File: src/rtl/edge_pkg.sv
// rtl/edge_pkg.sv - shared constants, write-entry type and pixel expansion for the ZBT edge arbiter
package edge_pkg;

    localparam int H_ACTIVE    = 1024;
    localparam int V_ACTIVE    = 768;
    localparam int FETCH_AHEAD = 4;
    localparam int ZBT_LAT     = 2;

    typedef struct packed {
        logic [18:0] addr;
        logic [35:0] data;
    } wr_entry_t;

    // 6:6:6 -> 8:8:8; each channel's top two bits are replicated into the LSBs
    function automatic logic [23:0] expand18to24(input logic [17:0] p);
        return {p[17:12], p[17:16], p[11:6], p[11:10], p[5:0], p[5:4]};
    endfunction

endpackage

File: src/rtl/zbt_wr_fifo.sv
// rtl/zbt_wr_fifo.sv - synchronous FIFO buffering camera writes for the ZBT arbiter
//
// Ports:
//   clock, reset        : rising-edge clock, synchronous active-high reset
//   i_push, i_push_entry: enqueue one entry (caller guarantees !o_full or i_pop)
//   i_pop               : dequeue head (caller guarantees !o_empty)
//   o_head              : current head entry, valid when !o_empty
//   o_full, o_empty     : occupancy flags
module zbt_wr_fifo
    import edge_pkg::*;
#(
    parameter int FIFO_DEPTH = 4
) (
    input  logic      clock,
    input  logic      reset,
    input  logic      i_push,
    input  wr_entry_t i_push_entry,
    input  logic      i_pop,
    output wr_entry_t o_head,
    output logic      o_full,
    output logic      o_empty
);

    localparam int AW = $clog2(FIFO_DEPTH);

    wr_entry_t      r_mem [FIFO_DEPTH];
    logic [AW:0]    r_wr_ptr;
    logic [AW:0]    r_rd_ptr;

    // Extra pointer MSB distinguishes full from empty when the indices match
    assign o_empty = (r_wr_ptr == r_rd_ptr);
    assign o_full  = (r_wr_ptr[AW] != r_rd_ptr[AW]) &&
                     (r_wr_ptr[AW-1:0] == r_rd_ptr[AW-1:0]);
    assign o_head  = r_mem[r_rd_ptr[AW-1:0]];

    always_ff @(posedge clock) begin
        if (reset) begin
            r_wr_ptr <= '0;
            r_rd_ptr <= '0;
        end else begin
            if (i_push) r_wr_ptr <= r_wr_ptr + 1'b1;
            if (i_pop)  r_rd_ptr <= r_rd_ptr + 1'b1;
        end
    end

    // Storage needs no reset; the pointers define what is valid
    always_ff @(posedge clock) begin
        if (i_push) r_mem[r_wr_ptr[AW-1:0]] <= i_push_entry;
    end

endmodule

File: src/rtl/zbt_edge_arbiter.sv
// rtl/zbt_edge_arbiter.sv - shares the ZBT frame buffer between display reads and buffered camera writes
//
// Ports:
//   clock, reset            : rising-edge clock, synchronous active-high reset
//   hcount, vcount          : display raster position
//   cam_we/cam_addr/cam_data: camera pixel-pair write strobe, address, data {hi,lo}
//   mem_addr/mem_we/
//   mem_write_data          : ZBT address, write enable (active high), write data
//   mem_read_data           : ZBT read data, ZBT_LAT cycles after its address
//   pixel_lo/pixel_hi       : expanded 24-bit pixels of the returned pair
//   pair_valid              : one-cycle pulse when pixel_lo/pixel_hi update
//   overflow/drop_count     : sticky drop flag and saturating drop count
module zbt_edge_arbiter #(
    parameter int H_ACTIVE    = edge_pkg::H_ACTIVE,
    parameter int V_ACTIVE    = edge_pkg::V_ACTIVE,
    parameter int FETCH_AHEAD = edge_pkg::FETCH_AHEAD,
    parameter int FIFO_DEPTH  = 4,
    parameter int ZBT_LAT     = edge_pkg::ZBT_LAT
) (
    input  logic        clock,
    input  logic        reset,
    input  logic [10:0] hcount,
    input  logic [9:0]  vcount,
    input  logic        cam_we,
    input  logic [18:0] cam_addr,
    input  logic [35:0] cam_data,
    output logic [18:0] mem_addr,
    output logic        mem_we,
    output logic [35:0] mem_write_data,
    input  logic [35:0] mem_read_data,
    output logic [23:0] pixel_lo,
    output logic [23:0] pixel_hi,
    output logic        pair_valid,
    output logic        overflow,
    output logic [15:0] drop_count
);

    import edge_pkg::*;

    logic [11:0]    w_fh;
    logic           w_rd_slot;
    logic           w_pop;
    logic           w_push;
    logic           w_drop;
    logic           w_full;
    logic           w_empty;
    wr_entry_t      w_head;
    wr_entry_t      w_push_entry;

    logic [18:0]    r_mem_addr;
    logic           r_mem_we;
    logic [35:0]    r_mem_write_data;
    logic [23:0]    r_pixel_lo;
    logic [23:0]    r_pixel_hi;
    logic           r_pair_valid;
    logic           r_overflow;
    logic [15:0]    r_drop_count;
    logic [ZBT_LAT:0] r_tag;

    // Reads take even lookahead positions inside the active area; the range
    // check on fh stops the lookahead from wrapping into the next line.
    assign w_fh      = {1'b0, hcount} + 12'(FETCH_AHEAD);
    assign w_rd_slot = ~w_fh[0] & (int'(w_fh) < H_ACTIVE) & (int'(vcount) < V_ACTIVE);

    // A pop frees a slot in the same cycle, so a full FIFO can still accept
    assign w_pop        = ~w_rd_slot & ~w_empty;
    assign w_push       = cam_we & (~w_full | w_pop);
    assign w_drop       = cam_we & ~w_push;
    assign w_push_entry = '{addr: cam_addr, data: cam_data};

    zbt_wr_fifo #(
        .FIFO_DEPTH (FIFO_DEPTH)
    ) u_wr_fifo (
        .clock        (clock),
        .reset        (reset),
        .i_push       (w_push),
        .i_push_entry (w_push_entry),
        .i_pop        (w_pop),
        .o_head       (w_head),
        .o_full       (w_full),
        .o_empty      (w_empty)
    );

    always_ff @(posedge clock) begin
        if (reset) begin
            r_mem_addr       <= '0;
            r_mem_we         <= 1'b0;
            r_mem_write_data <= '0;
            r_pixel_lo       <= '0;
            r_pixel_hi       <= '0;
            r_pair_valid     <= 1'b0;
            r_overflow       <= 1'b0;
            r_drop_count     <= '0;
            r_tag            <= '0;
        end else begin
            if (w_rd_slot) begin
                r_mem_addr <= {vcount, w_fh[9:1]};
                r_mem_we   <= 1'b0;
            end else if (w_pop) begin
                r_mem_addr       <= w_head.addr;
                r_mem_write_data <= w_head.data;
                r_mem_we         <= 1'b1;
            end else begin
                r_mem_we <= 1'b0;
            end

            // Tag leaves the top the cycle the matching read data is valid
            r_tag        <= {r_tag[ZBT_LAT-1:0], w_rd_slot};
            r_pair_valid <= r_tag[ZBT_LAT];
            if (r_tag[ZBT_LAT]) begin
                r_pixel_lo <= expand18to24(mem_read_data[17:0]);
                r_pixel_hi <= expand18to24(mem_read_data[35:18]);
            end

            if (w_drop) begin
                r_overflow <= 1'b1;
                if (r_drop_count != 16'hFFFF) r_drop_count <= r_drop_count + 16'd1;
            end
        end
    end

    assign mem_addr       = r_mem_addr;
    assign mem_we         = r_mem_we;
    assign mem_write_data = r_mem_write_data;
    assign pixel_lo       = r_pixel_lo;
    assign pixel_hi       = r_pixel_hi;
    assign pair_valid     = r_pair_valid;
    assign overflow       = r_overflow;
    assign drop_count     = r_drop_count;

endmodule
File: config.mk
export PLATFORM = sky130hd
export DESIGN_NAME = zbt_edge_arbiter
export DESIGN_NICKNAME = d
export VERILOG_FILES = /design/src/rtl/edge_pkg.sv /design/src/rtl/zbt_wr_fifo.sv /design/src/rtl/zbt_edge_arbiter.sv
export SDC_FILE = /design/constraint.sdc
export NUM_CORES = 1
export LEC_CHECK = 0
export ABC_AREA = 1
export BUFFER_PORTS_ARGS = -buffer_cell sky130_fd_sc_hd__buf_4
export CORE_UTILIZATION = 30
export DETAILED_ROUTE_END_ITERATION = 12
export HOLD_SLACK_MARGIN = 0.02
export SYNTH_ARGS = -nofsm -noshare
export SYNTH_HDL_FRONTEND = slang
export SYNTH_SLANG_ARGS = --single-unit
File: constraint.sdc
create_clock -name clock -period 10.25 [get_ports clock]
set_input_delay 1.5375 -clock clock [delete_from_list [all_inputs] [get_ports clock]]
set_output_delay 1.5375 -clock clock [all_outputs]
set_load 0.01 [all_outputs]
After elaboration in Yosys (flattened, before gate mapping)
Memories as Yosys holds them, arrays and structs flattened. A register that Yosys moved wholly into a read port is not among the register bits.
Cells that the tools add are included.
{ "word_totals": {"ff_bits": 131, "ramBits": 220, "output_inout_bits": 122, "word_cells": 45, "n_memories": 1} }
{ "memory_table": {"columns": ["memory", "depth", "width", "rd", "rd_ports_with_merged_regs", "write_ports", "line", "text"], "rows": [
  ["u_wr_fifo.r_mem", 4, 55, 1, 1, 1, "zbt_wr_fifo.sv:26", "wr_entry_t r_mem [FIFO_DEPTH];"]
]} }
{ "classes": {"n_addsub": 4, "n_lt_le_gt_ge": 2, "eq_ne": 4, "mux": 7, "bitwise_logic": 11, "n_reduce_logical": 5} }
{ "op_table": {"columns": ["op", "n"], "rows": [
  ["19-bit two-way mux", 2],
  ["16-bit by 1-bit adder with 16-bit output, second input constant", 1],
  ["16-bit inequality test, second input constant", 1],
  ["11-bit by 3-bit adder with 12-bit output, second input constant", 1],
  ["12-bit by 11-bit < comparator with 1-bit output, second input constant", 1],
  ["10-bit < comparator, second input constant", 1],
  ["3-bit by 1-bit adder with 3-bit output, second input constant", 2],
  ["1-bit bitwise AND", 5],
  ["1-bit inverter", 5],
  ["2-bit two-way mux", 2],
  ["2-bit AND reduction", 2],
  ["3-bit == test", 1],
  ["1-bit two-way mux", 3],
  ["2-bit == test", 1],
  ["2-bit nonzero test", 1],
  ["2-bit OR reduction", 1],
  ["1-bit logical AND", 1],
  ["1-bit inequality test", 1],
  ["1-bit bitwise OR", 1]
]} }

Longest topological paths before layout
{ "logic_depth": {"word_depth": 11, "mapped_depth": 13, "ltp_nobuf": 12} }

Cells and area by module
Synthesis repeated with hierarchy kept, for this count alone.
{ "unflattened": {"hier_cells": 1323, "area_unflattened_um2": 13685.6} }
{ "modules_own_cells": {"columns": ["mod", "n_inst", "cells_per_inst", "area_each_um2"], "rows": [
  ["zbt_wr_fifo", 1, 694, 9058.7],
  ["zbt_edge_arbiter", 1, 629, 4626.9]
]} }

Worst setup path after synthesis
No wires, ideal clock.
{ "synth_timing": {"path_kind": "input-to-reg", "startpoint": "in hcount[2]", "endpoint": "mem u_wr_fifo.r_mem[0][0] (netlist bit) (enable)", "setup_time_ps": 468, "t_arrival_ps": 4619, "slack_ps": 5163, "stages": 8, "path_buffers": 0, "cell_sequence": "ha_1 inv_1 nor2_2 nand3_2 nand2_2 nand3_2 nand2_1 nor2_1"} }
{ "synth_via": {"elab_chain_cells": 10} }
{ "synth_rtl": {"columns": ["element", "line", "text"], "rows": [
  ["from (decl)", "zbt_edge_arbiter.sv:22", "input logic [10:0] hcount,"],
  ["11-bit by 3-bit adder with 12-bit output", "zbt_edge_arbiter.sv:62", "assign w_fh = {1'b0, hcount} + 12'(FETCH_AHEAD);"],
  ["12-bit by 11-bit < comparator with 1-bit output", "zbt_edge_arbiter.sv:63", "assign w_rd_slot = ~w_fh[0] & (int'(w_fh) < H_ACTIVE) & (int'(vcount) < V_ACTIVE);"],
  ["1-bit bitwise AND (2 in series)", "zbt_edge_arbiter.sv:63", null],
  ["1-bit inverter (no line)", null, null],
  ["1-bit bitwise AND", "zbt_edge_arbiter.sv:66", "assign w_pop = ~w_rd_slot & ~w_empty;"],
  ["1-bit bitwise OR", "zbt_edge_arbiter.sv:67", "assign w_push = cam_we & (~w_full | w_pop);"],
  ["1-bit bitwise AND", "zbt_edge_arbiter.sv:67", null],
  ["1-bit two-way mux", "zbt_wr_fifo.sv:48", "if (i_push) r_mem[r_wr_ptr[AW-1:0]] <= i_push_entry;"],
  ["1-bit two-way mux (implied by the code)", "zbt_wr_fifo.sv:48", null],
  ["to (decl)", "zbt_wr_fifo.sv:26", null]
]} }
No other way between the ends.

Worst setup path after layout
{ "layout_timing": {"startpoint": "in hcount[3]", "endpoint": "reg r_mem_addr[17] (netlist: mem_addr[17])"} }
{ "layout_via": {"elab_chain_cells": 7} }
{ "layout_rtl": {"columns": ["element", "line", "text"], "rows": [
  ["11-bit by 3-bit adder with 12-bit output *", "zbt_edge_arbiter.sv:62", null],
  ["12-bit by 11-bit < comparator with 1-bit output *", "zbt_edge_arbiter.sv:63", null],
  ["1-bit bitwise AND * (2 in series)", "zbt_edge_arbiter.sv:63", null],
  ["1-bit inverter (no line)", null, null],
  ["1-bit bitwise AND", "zbt_edge_arbiter.sv:66", null],
  ["2-bit nonzero test (no line)", null, null],
  ["to (signal assigned)", "zbt_edge_arbiter.sv:97", "r_mem_addr <= {vcount, w_fh[9:1]};"],
  ["to (signal assigned)", "zbt_edge_arbiter.sv:100", "r_mem_addr <= w_head.addr;"],
  ["to (decl)", "zbt_edge_arbiter.sv:50", "logic [18:0] r_mem_addr;"]
]} }
Every way passes the cells marked *; elsewhere a longest branch is shown, timed or not.
A chain may end at the register's enable or synchronous reset.

==> results_dict.tcl <==
set metrics [dict create \
    place_congestion 0.830 \
    synth_async_sr_flop_share_pct 0 \
    finalSetupTns_ns 0 \
    ys.warnings.count 0 \
    synth_flop_cell "edfxtp_1" \
    drtPass1Iterations 5 \
    first_iter_violations 729 \
    fmax_mhz 280 \
    worstPathArrival_ns 4.05 \
    powerDensity_nw_per_um2 248 \
    wl_per_cell_microns 16.8 \
    ant_nets 0 \
    clock-sinks 341 \
    path_max_fanout 48 \
    power_mw 4.14 \
    syn-instance-count 1241 \
    vias_per_cell 4.67 \
    grt_pass1_vias 9224 \
    port_buffers 236 \
    hold_viol_final 0 \
    tightest_slew_ns 1.11 \
    synth_edf_count 220 \
    insertion_delay_ns 0.53 \
    period_share_pct 34.8 \
    syn_to_final_growth_pct 26.3 \
    synth-seq-cells 341 \
    drv_cap 0 \
    nNetsFinal 1565 \
    path_class "input pin to flop" \
    layout_common_cells "296 x nor2_1, 244 x buf_4, 220 x edfxtp_1" \
    leakage_nw 6.41 \
    vias 9616 \
    cts_buffers 38 \
    pin_count 237 \
    h-tree-depth 2 \
    register_area_sq_um 9030 \
    end_kind "flop" \
    syn_area_sq_um 13200 \
    syn_avg_cell_area_sq_um 10.7 \
    synth_cell_types 34 \
    hp-class "flop to flop" \
    dp_hpwl_mm 20.9 \
    track_usage_pct 15.1 \
    final_common_cell "nor2_1" \
    n_fill_cell 4246 \
    holdBufCountCts 0 \
    irDropWorstVdd_v 0.000141 \
    clk_pin_slew_ns 0.06 \
    cts_tree "built" \
    grt_remaining_overflow 0 \
    min_period_ns 3.57 \
    startpoint_type "input pin" \
    grt_pass1_wl_mm 52.3 \
    floorplan.rows 76 \
    cp_top_family "simple AND/OR/NAND/NOR gates" \
    drv_slew 0 \
    die_area_sq_um 44900 \
    cp_cell_sequence "buf_4 > ha_1 > nand4_1 > nor2_1 > nor2_1 > nand2_4 > nand2_4 > inv_2 > nand2_1 > nand3_1 > nand2_1 > inv_1" \
    synth-seq-area-share_pct 68.3 \
    max_slew_margin_pct 26.0 \
    fp.dieW_microns 212 \
    antenna_found_initial 3 \
    fp.dieH_microns 212 \
    skew_ns 0.0200 \
    grt_max_degree 89 \
    cts_setup_buffers 0 \
    crit_buf_inv 3 \
    cts.path.max_buffers 3 \
    root_buffer "clkbuf_16" \
    start_util_pct 30.6 \
    status "finished, final reports clean" \
    multi_input_area_sq_um 3640 \
    drt-total-wl_mm 34.6 \
    setup_viol 0 \
    drive_gt1_share_pct 22.4 \
    syn-num-nets 1363 \
    drc 0 \
    cpPeakStageDelay_ns 0.84 \
    crit_required_ns 10.73 \
    design.core.area_sq_um 43300 \
    rsz0062_at_grt "no" \
    cts-resized-gates 0 \
    worst_path_max_delay_cell "inv_2" \
]
==> power breakdown <==
group          switching (mW)  internal, mW
Sequential             0.0886          1.62
Clock                   0.548         0.834
Combinational           0.675         0.377
==> worst reg2reg max path: stages, from the launching register on <==
cell     delay [ns]
dfxtp_1        0.41
xnor2_1        0.14
nand2_1        0.08
nor2_1         0.22
inv_2          0.16
nand2_4        0.46
inv_2          0.54
o21ai_1        0.33
a21oi_1        0.06
==> worst paths after layout <==
check / startpoint / endpoint / slack (ns) / cells past startpoint
max: hcount[3] / mem_addr[17]$_SDFFE_PP0P_ / 6.68 / 12
min: r_tag[0]$_SDFF_PP0_ / r_tag[1]$_SDFF_PP0_ / 0.41 / 2
min reg2reg: r_tag[0]$_SDFF_PP0_ / r_tag[1]$_SDFF_PP0_ / 0.41 / 2
max reg2reg: u_wr_fifo.r_rd_ptr[0]$_SDFFE_PP0P_ / u_wr_fifo.r_rd_ptr[0]$_SDFFE_PP0P_ / 7.70 / 8
==> cell type report <==
type / count / area share [%]
sequential: 341 / 54.1
multi-input combinational: 772 / 21.8
timing repair buffer: 244 / 11.0
clock buffer: 52 / 6.37
tap: 585 / 4.38
clock inverter: 18 / 1.33
inverter: 46 / 1.04
antenna: 2 / 0.0300
==> sequential cells by signal (all words and copies together) (netlist names), named ones only <==
register / flops
u_wr_fifo.r_wr_ptr: 3
u_wr_fifo.r_mem: 220
u_wr_fifo.r_rd_ptr: 3
r_tag: 3
mem_we: 1
mem_addr: 19
drop_count: 16
pixel_hi: 18
overflow: 1
pixel_lo: 18
mem_write_data: 36
pair_valid: 1
==> synthesized netlist by cell type (4+ instances only) <==
library cell	instances	area share [%]
a21oi_1	22	0.83
a31oi_1	10	0.47
buf_2	14	0.53
buf_4	16	0.91
clkbuf_1	45	1.3
dfxtp_1	121	18
edfxtp_1	220	50
ha_1	7	0.66
inv_1	40	1.1
inv_2	4	0.11
nand2_1	101	2.9
nand3_1	38	1.4
nand4_1	19	0.90
nor2_1	300	8.5
nor2_2	4	0.19
o21ai_0	183	6.9
o21ai_1	7	0.26
o22ai_1	54	2.6
xnor2_1	4	0.26
xor2_1	8	0.53
==> kinds of logic after synthesis <==
group                      count (synthesis)  share of synthesized area, %
AOI/OAI and AO/OA                        280                          11.3
xor gates and xnor gates                  12                         0.795
adders and majority gates                  7                         0.662
buffers and inverters                    128                          4.40
DFF                                      341                          68.3
and+or+nand+nor                          473                          14.6
==> stage by stage <==
| stage | util, % | hold WS (ns) | std cells | worst slack, ns | instance area (sq um) |
|---|---|---|---|---|---|
| CTS | 38.6 | 0.409 | 2058 | 6.68 | 16700 |
| global route | 38.6 | 0.444 | 2059 | 6.40 | 16700 |
| global placement | 35.6 | 0.390 | 1988 | 6.22 | 15400 |
| floorplan | - | 0.388 | 1241 | 5.16 | 13200 |
| finish | 38.6 | 0.406 | 2060 | 6.68 | 16700 |
| detailed placement | 35.6 | 0.399 | 1988 | 6.12 | 15400 |
==> routing by layer <==
| metal | track usage (%) | routed length (microns) | vias up |
|---|---|---|---|
| met5 | 0 | 9 | - |
| met3 | 3.65 | 2590 | 50 |
| met2 | 25.4 | 16400 | 324 |
| met4 | 4.35 | 705 | 2 |
| li1 | - | - | 4718 |
| met1 | 19.2 | 14900 | 4522 |
No activity file was read; power rests on OpenSTA's default activity.
